===== config.mk =====
export PLATFORM = sky130hd
export DESIGN_NAME = golden_nonce_queue
export DESIGN_NICKNAME = d
export VERILOG_FILES = /design/src/rtl/golden_nonce_queue.sv
export SDC_FILE = /design/constraint.sdc
export NUM_CORES = 1
export LEC_CHECK = 0
export ABC_AREA = 1
export BUFFER_PORTS_ARGS = -buffer_cell sky130_fd_sc_hd__buf_2
export CAP_MARGIN = 15
export CELL_PAD_IN_SITES_DETAIL_PLACEMENT = 2
export CELL_PAD_IN_SITES_GLOBAL_PLACEMENT = 2
export CORE_MARGIN = 2
export CORE_UTILIZATION = 41
export CTS_CLUSTER_DIAMETER = 50
export DETAILED_ROUTE_END_ITERATION = 7
export PLACE_DENSITY = 0.87
export SETUP_SLACK_MARGIN = 0.5
export SLEW_MARGIN = 0
export SYNTH_ARGS = -nofsm -noshare
export SYNTH_HDL_FRONTEND = slang
export SYNTH_SLANG_ARGS = --single-unit

===== constraint.sdc =====
create_clock -name clk -period 4.53 [get_ports clk]
set_input_delay 1.359 -clock clk [delete_from_list [all_inputs] [get_ports clk]]
set_output_delay 1.359 -clock clk [all_outputs]
set_load 0.005 [all_outputs]

===== src/rtl/golden_nonce_queue.sv =====
// golden_nonce_queue
//
// Buffers golden-nonce events from the hashing control unit and hands them
// to serial_transmit one 32-bit word at a time, in arrival order.
//
// Each raw nonce has NONCE_OFFSET subtracted (mod 2^32) to undo the keccak
// pipeline latency before it is written into a DEPTH-entry FIFO. A small FSM
// drives the serial_send / serial_busy handshake:
//   IDLE    -> wait for an entry and an idle UART, latch the head into word
//   SEND    -> one-cycle send strobe
//   WAIT_HI -> wait for busy to rise; give up after BUSY_TIMEOUT cycles
//   WAIT_LO -> wait for busy to fall
// The head entry is popped only when it is retired (end of WAIT_HI timeout or
// end of WAIT_LO), so a word is never lost while the UART is busy.
//
// Optional feature macro: GNQ_DEDUP_EN
//   When defined, a push whose corrected value equals the last accepted
//   corrected nonce is silently discarded (drop_count is not incremented).
//
// Ports:
//   clk         in   1   rising-edge clock
//   reset       in   1   asynchronous, active-high reset
//   found       in   1   one-cycle pulse, raw_nonce is valid
//   raw_nonce   in  32   nonce sampled when found=1
//   serial_busy in   1   busy from serial_transmit
//   serial_send out  1   one-cycle send strobe to serial_transmit
//   word        out 32   corrected nonce, stable from send until retire
//   empty       out  1   FIFO holds no entries
//   full        out  1   FIFO holds DEPTH entries
//   drop_count  out  8   nonces lost to overflow, saturates at 255

module golden_nonce_queue #(
  parameter int          DEPTH        = 8,
  parameter logic [31:0] NONCE_OFFSET = 32'd49,
  parameter int          BUSY_TIMEOUT = 16
) (
  input  logic        clk,
  input  logic        reset,
  input  logic        found,
  input  logic [31:0] raw_nonce,
  input  logic        serial_busy,
  output logic        serial_send,
  output logic [31:0] word,
  output logic        empty,
  output logic        full,
  output logic [7:0]  drop_count
);

  localparam int AW = $clog2(DEPTH);
  localparam int CW = $clog2(BUSY_TIMEOUT + 1);
  localparam logic [AW:0]   PTR_ONE = {{AW{1'b0}}, 1'b1};
  localparam logic [CW-1:0] CNT_ONE = {{(CW-1){1'b0}}, 1'b1};
  localparam logic [CW-1:0] CNT_END = CW'(BUSY_TIMEOUT - 1);

  typedef enum logic [1:0] {
    IDLE    = 2'd0,
    SEND    = 2'd1,
    WAIT_HI = 2'd2,
    WAIT_LO = 2'd3
  } state_t;

  state_t        state;
  state_t        state_next;
  logic          latch;
  logic          retire;
  logic          send_next;
  logic          cnt_clr;
  logic [CW-1:0] cnt;

  logic [31:0]   mem [DEPTH];
  logic [AW:0]   wr_ptr;
  logic [AW:0]   rd_ptr;
  logic [AW:0]   wr_next;
  logic [AW:0]   rd_next;

  logic [31:0]   corrected;
  logic          dup;
  logic          push_ok;
  logic          drop;

  assign corrected = raw_nonce - NONCE_OFFSET;

`ifdef GNQ_DEDUP_EN
  logic [31:0] last_nonce;
  logic        last_valid;

  always_ff @(posedge clk or posedge reset) begin
    if (reset) begin
      last_nonce <= 32'd0;
      last_valid <= 1'b0;
    end else if (push_ok) begin
      last_nonce <= corrected;
      last_valid <= 1'b1;
    end
  end

  assign dup = last_valid && (corrected == last_nonce);
`else
  assign dup = 1'b0;
`endif

  // A full FIFO still accepts a push in the cycle its head is retired.
  assign push_ok = found && !dup && (!full || retire);
  assign drop    = found && !dup && full && !retire;

  assign wr_next = push_ok ? (wr_ptr + PTR_ONE) : wr_ptr;
  assign rd_next = retire  ? (rd_ptr + PTR_ONE) : rd_ptr;

  // Storage has no reset so it can map onto block RAM.
  always_ff @(posedge clk) begin
    if (push_ok) begin
      mem[wr_ptr[AW-1:0]] <= corrected;
    end
  end

  // Next-state and strobe decode.
  always_comb begin
    state_next = state;
    latch      = 1'b0;
    retire     = 1'b0;
    send_next  = 1'b0;
    cnt_clr    = 1'b0;
    unique case (state)
      IDLE: begin
        if (!empty && !serial_busy) begin
          latch      = 1'b1;
          state_next = SEND;
        end
      end
      SEND: begin
        // serial_send is registered, so it is high during the WAIT_HI
        // cycle that follows SEND.
        send_next  = 1'b1;
        cnt_clr    = 1'b1;
        state_next = WAIT_HI;
      end
      WAIT_HI: begin
        if (serial_busy) begin
          state_next = WAIT_LO;
        end else if (cnt == CNT_END) begin
          retire     = 1'b1;
          state_next = IDLE;
        end
      end
      WAIT_LO: begin
        if (!serial_busy) begin
          retire     = 1'b1;
          state_next = IDLE;
        end
      end
      default: state_next = IDLE;
    endcase
  end

  always_ff @(posedge clk or posedge reset) begin
    if (reset) begin
      state       <= IDLE;
      serial_send <= 1'b0;
      word        <= 32'd0;
      cnt         <= '0;
      wr_ptr      <= '0;
      rd_ptr      <= '0;
      empty       <= 1'b1;
      full        <= 1'b0;
      drop_count  <= 8'd0;
    end else begin
      state       <= state_next;
      serial_send <= send_next;
      if (latch) begin
        word <= mem[rd_ptr[AW-1:0]];
      end
      if (cnt_clr) begin
        cnt <= '0;
      end else if (state == WAIT_HI) begin
        cnt <= cnt + CNT_ONE;
      end
      wr_ptr <= wr_next;
      rd_ptr <= rd_next;
      empty  <= (wr_next == rd_next);
      full   <= (wr_next[AW] != rd_next[AW]) &&
                (wr_next[AW-1:0] == rd_next[AW-1:0]);
      if (drop && (drop_count != 8'hFF)) begin
        drop_count <= drop_count + 8'd1;
      end
    end
  end

endmodule


======== Word-level counts from Yosys, hierarchy flattened ========
Memory sizes are Yosys's and may differ from the RTL's. A register that Yosys moved wholly into a read port is not among the register bits.
Index checks and enable logic that the tools add are counted.
W data, S select, Z words.
storage, ports and cells
  flip-flop bits (word level) ............. 26
  bits in latches ......................... 0
  RAM bits ................................ 256
  memory bits (read-only) ................. 0
  output and inout bits ................... 43
  word-level logic and storage cells ...... 57
  memories ................................ 1
memories
  name  words  bits a word  rd ports  clocked after Yosys merged registers in  wr ports  RTL line  text
  mem   8      32           1         1                                        1         70        logic [31:0] mem [DEPTH];
cells by class
  $add $sub $neg .......................... 5
  multipliers ............................. 0
  divide/modulo/power cells ............... 0
  $lt $le $gt $ge ......................... 0
  equal/unequal tests ..................... 11
  shifts and indexed selects .............. 0
  multiplexer cells ....................... 18
  bitwise logic cells ..................... 0
  reduce and logical (&&, ||, !) cells .... 14
operators with widths
  operator                 number
  $sub A32 B6 Y32 const B  1
  $mux W5                  2
  $add A4 B1 Y4 const B    2
  $add A8 B1 Y8 const B    1
  $mux W1                  8
  $mux W2                  4
  $mux W4                  2
  $ne A8 B8 Y1 const B     1
  $pmux W2 S4              1
  $logic_and A1 B1 Y1      6
  $add A5 B1 Y5 const B    1
  $eq A5 B4 Y1 const B     1
  $eq A2 B2 Y1 const B     2
  $eq A4 B4 Y1             1
  $logic_not A1 Y1         4
  $ne A2 B2 Y1 const B     2
  $eq A3 B3 Y1             1
  $ne A3 B3 Y1 const B     1
  $reduce_and A3 Y1        1
  $eq A2 B1 Y1 const B     1
  $logic_not A2 Y1         1
  $pmux W1 S2              1
  $reduce_bool A2 Y1       1
  $logic_or A1 B1 Y1       1
  $ne A1 B1 Y1             1

======== Depth between registers and ports, before layout ========
  word-level depth ........................ 9
  depth in mapped cells ................... 14
  gate-level depth less buffers ........... 14

======== Worst setup path after synthesis ========
OpenSTA, ideal clock, no wires.
  path kind ............................... input port to flip-flop
  from .................................... in serial_busy
  to ...................................... mem mem[6][0] (enable)
  setup time .............................. 0.461 ns
  arrival time ............................ 4.039 ns
  required time ........................... 4.069 ns
  setup slack ............................. 0.030 ns
  stages on the path ...................... 5
  buffers on the path ..................... 0
  cells stage by stage .................... inv_2 -> nand3_1 -> nand3_2 -> nand3_1 -> nor3_1
between the ends
  cells in the longest elaborated chain, start to end .. 6
ends and longest elaborated chain
  item                               RTL line  text
  start, declared                    41        input logic serial_busy,
  $mux W1, on equally long branches  146, 138
  $pmux W1 S2 (*)                    123       unique case (state)
  $logic_or A1 B1 Y1 (*)             103       assign push_ok = found && !dup && (!full || retire);
  $logic_and A1 B1 Y1 (*)            103
  $mux W1 (*)                        111       if (push_ok) begin
  $mux W1 (implied by the code) (*)  112       mem[wr_ptr[AW-1:0]] <= corrected;
  end, declared                      70
Mark *: on every way between the ends. The rest lies on a longest branch, timed or not.

======== Worst setup path after layout ========
  from .................................... in raw_nonce[0]
  to ...................................... mem mem[7][30] (data pin)
between the ends
  cells in the longest elaborated chain, start to end .. 1
ends and longest elaborated chain
  item               RTL line  text
  start, declared    40        input logic [31:0] raw_nonce,
  $sub A32 B6 Y32    81        assign corrected = raw_nonce - NONCE_OFFSET;
  via corrected[30]  76        logic [31:0] corrected;
The timed path passes the listed nets, and every way through them passes these cells.

==> results.tsv <==
metric	value	unit
status	finished clean	
clock_path_buffers	3	
grt_pass1_wl	66.0	mm
area_growth	16.5	%
final_area	15500	um2
syn_area_per_cell	11.5	um2
grt_setup_unrepaired	no	
fin_nets	1288	
postCtsHoldBufs	0	
gp_congestion	0.824	
avgViaCountPerCell	5.66	
vdd_drop_max	0.378	mV
post_cts_buffers	0	
power.total	10.3	mW
grt_overflow	0	
final.period_utilization	69.4	%
placed_area	14200	um2
grt_usage	26.4	%
ant_nets	0	
ys_seq_area_share	68.9	%
cp.arrival	3.42	ns
ys_warn_count	0	
syn_inst	1151	
vias	9482	
hold_path.class	reg -> reg	
relSlewSlack	25.2	%
wl	42.9	mm
chipWidth	184	um
finalSetupTns	0	ns
drtIter0Drc	546	
synth_seq_cells	314	
wl_per_cell	25.6	um
cellLeakagePower	5.95	nW
maxCapViolations	0	
netlist_area	13300	um2
die_area	33800	um2
cts_tree	done	
diodes	0	
timing.critical_path.from	raw_nonce[0]	
crit_required	4.81	ns
syn-num-nets	1198	
rr_startpoint	cnt[0]	
antenna_found_initial	0	
dp_hpwl	27.2	mm
htree_levels	2	
grt_max_degree	107	
pwr_density_cell	665	nW/um2
ios	79	
setup_violations	0	
cts.clk_slew.worst_paths	0.06	ns
start_util	41.8	%
ys_types	40	
grt_pass1_vias	11000	
hold_viol_final	0	
cts_buffers	40	
drive_gt1_share	15.8	%
drc_errors	0	
finalCriticalPeriod	3.14	ns
drv_slew	0	
die_h	184	um
drt_first_pass_iters	6	
clk_latency	0.55	ns
cp_max_fo	11	
core	31700	um2
clock_skew	0.0189	ns
port_buffers	78	
path_class	in -> reg	
root_buffer	clkbuf_16	
hold_start	word[21]	
cts.sinks	314	
fmax	318	MHz
ctsResizeCount	0	
tightest_slew	1.12	ns
cp-end-kind	flip-flop	
cp-start-kind	primary input	
fp-row-count	65	
## final cells by class
cell class | instances | area (um2)
fill | 3173 | 16300
tap | 402 | 503
sequential | 314 | 9150
inverter | 77 | 289
clock buffer | 54 | 1090
clock inverter | 19 | 199
timing repair buffer | 100 | 581
multi-input combinational | 708 | 3650
## worst max-delay path, stage by stage
cell	delay, ns
buf_2	0.10
inv_1	0.25
ha_1	0.28
nand3_1	0.19
nand2_2	0.21
nand2_4	0.11
nor2_4	0.15
nand3_4	0.13
nor2_2	0.15
xor2_1	0.48
## where the power goes
part | switching (mW) | internal (mW) | leakage [nW] | total, mW
Sequential | 0.376 | 3.75 | 3.04 | 4.12
Clock | 1.25 | 1.88 | 0.627 | 3.14
Combinational | 2.16 | 0.863 | 2.27 | 3.02
Total | 3.79 | 6.49 | 5.95 | 10.3
## routing by layer
layer | vias up | track usage, % | wire length [um]
met5 | - | 0 | 0
met4 | 0 | 9.63 | 1220
met3 | 92 | 3.84 | 1890
met2 | 267 | 48.1 | 22400
met1 | 4919 | 31.7 | 17400
li1 | 4204 | - | -
## Yosys cell counts
library cell	n	area share [%]
a21oi_1	6	0.23
a22oi_1	1	0.057
buf_1	1	0.028
buf_2	29	1.1
buf_4	4	0.23
buf_6	1	0.085
clkbuf_1	17	0.48
clkinv_1	1	0.028
dfrtp_1	57	11
dfstp_2	1	0.20
edfxtp_1	256	58
ha_1	11	1.0
inv_1	72	2.0
inv_2	4	0.11
mux2i_1	1	0.075
nand2_1	225	6.4
nand2_2	5	0.24
nand2_4	1	0.085
nand3_1	47	1.8
nand3_2	1	0.075
nand3_4	1	0.13
nand3b_1	2	0.11
nand4_1	9	0.42
nand4_2	1	0.094
nor2_1	167	4.7
nor2_2	8	0.38
nor2_4	3	0.25
nor3_1	8	0.30
nor3_2	2	0.15
nor4_1	3	0.14
o2111ai_1	19	1.3
o211ai_1	25	1.4
o21ai_0	95	3.6
o21ai_1	1	0.038
o21bai_1	1	0.057
o221ai_1	20	1.3
o22ai_1	10	0.47
or2_2	2	0.094
xnor2_1	13	0.86
xor2_1	20	1.3
## final timing paths
path	cells past startpoint	slack, ns	end
worst max-delay path	10	1.39	mem[7][30]
worst min-delay path	2	0.48	word[21]
worst max register to register	9	1.50	mem[4][20]
worst min register to register	2	0.48	word[21]
max in group asynchronous	3	2.93	rd_ptr[0]
min in group asynchronous	2	0.86	word[1]
## flip-flops by register name (all words and copies together), names as in the netlist
signal	flops
state	2
full	1
rd_ptr	4
drop_count	8
wr_ptr	4
mem	256
cnt	5
serial_send	1
empty	1
word	32
## per-stage QoR
| stage | setup WS (ns) | utilization, % | instances | hold WS, ns |
|---|---|---|---|---|
| 6_report | 1.39 | 48.8 | 1674 | 0.477 |
| 5_1_grt | 1.28 | 48.8 | 1674 | 0.516 |
| 4_1_cts | 1.43 | 48.8 | 1674 | 0.484 |
| 3_5_place_dp | 0.862 | 44.7 | 1601 | 0.469 |
| 3_3_place_gp | 1.14 | 44.7 | 1601 | 0.458 |
| 2_1_floorplan | 0.894 | - | 1151 | 0.473 |
## layout by cell type (no fill, tap or decap), drive strengths merged, types with 11 or more instances in the layout
master / count
xor2: 20
o2111ai: 19
o221ai: 20
buf: 100
o211ai: 25
edfxtp: 256
nor2: 178
nand2: 231
dfrtp: 57
xnor2: 13
clkbuf: 54
ha: 11
o21ai: 96
inv: 81
nand3: 49
## cells by family after synthesis
family | count (synthesis) | synth area share (%)
AND/OR/NAND/NOR | 485 | 15.3
XOR/XNOR | 33 | 2.18
flip-flops | 314 | 68.9
adder cells (fa/ha/maj) | 11 | 1.04
buffers and inverters | 129 | 4.09
AO/OA/AOI/OAI | 178 | 8.42
multiplexers | 1 | 0.0754
Note: power is estimated with default switching activity, not from simulation.
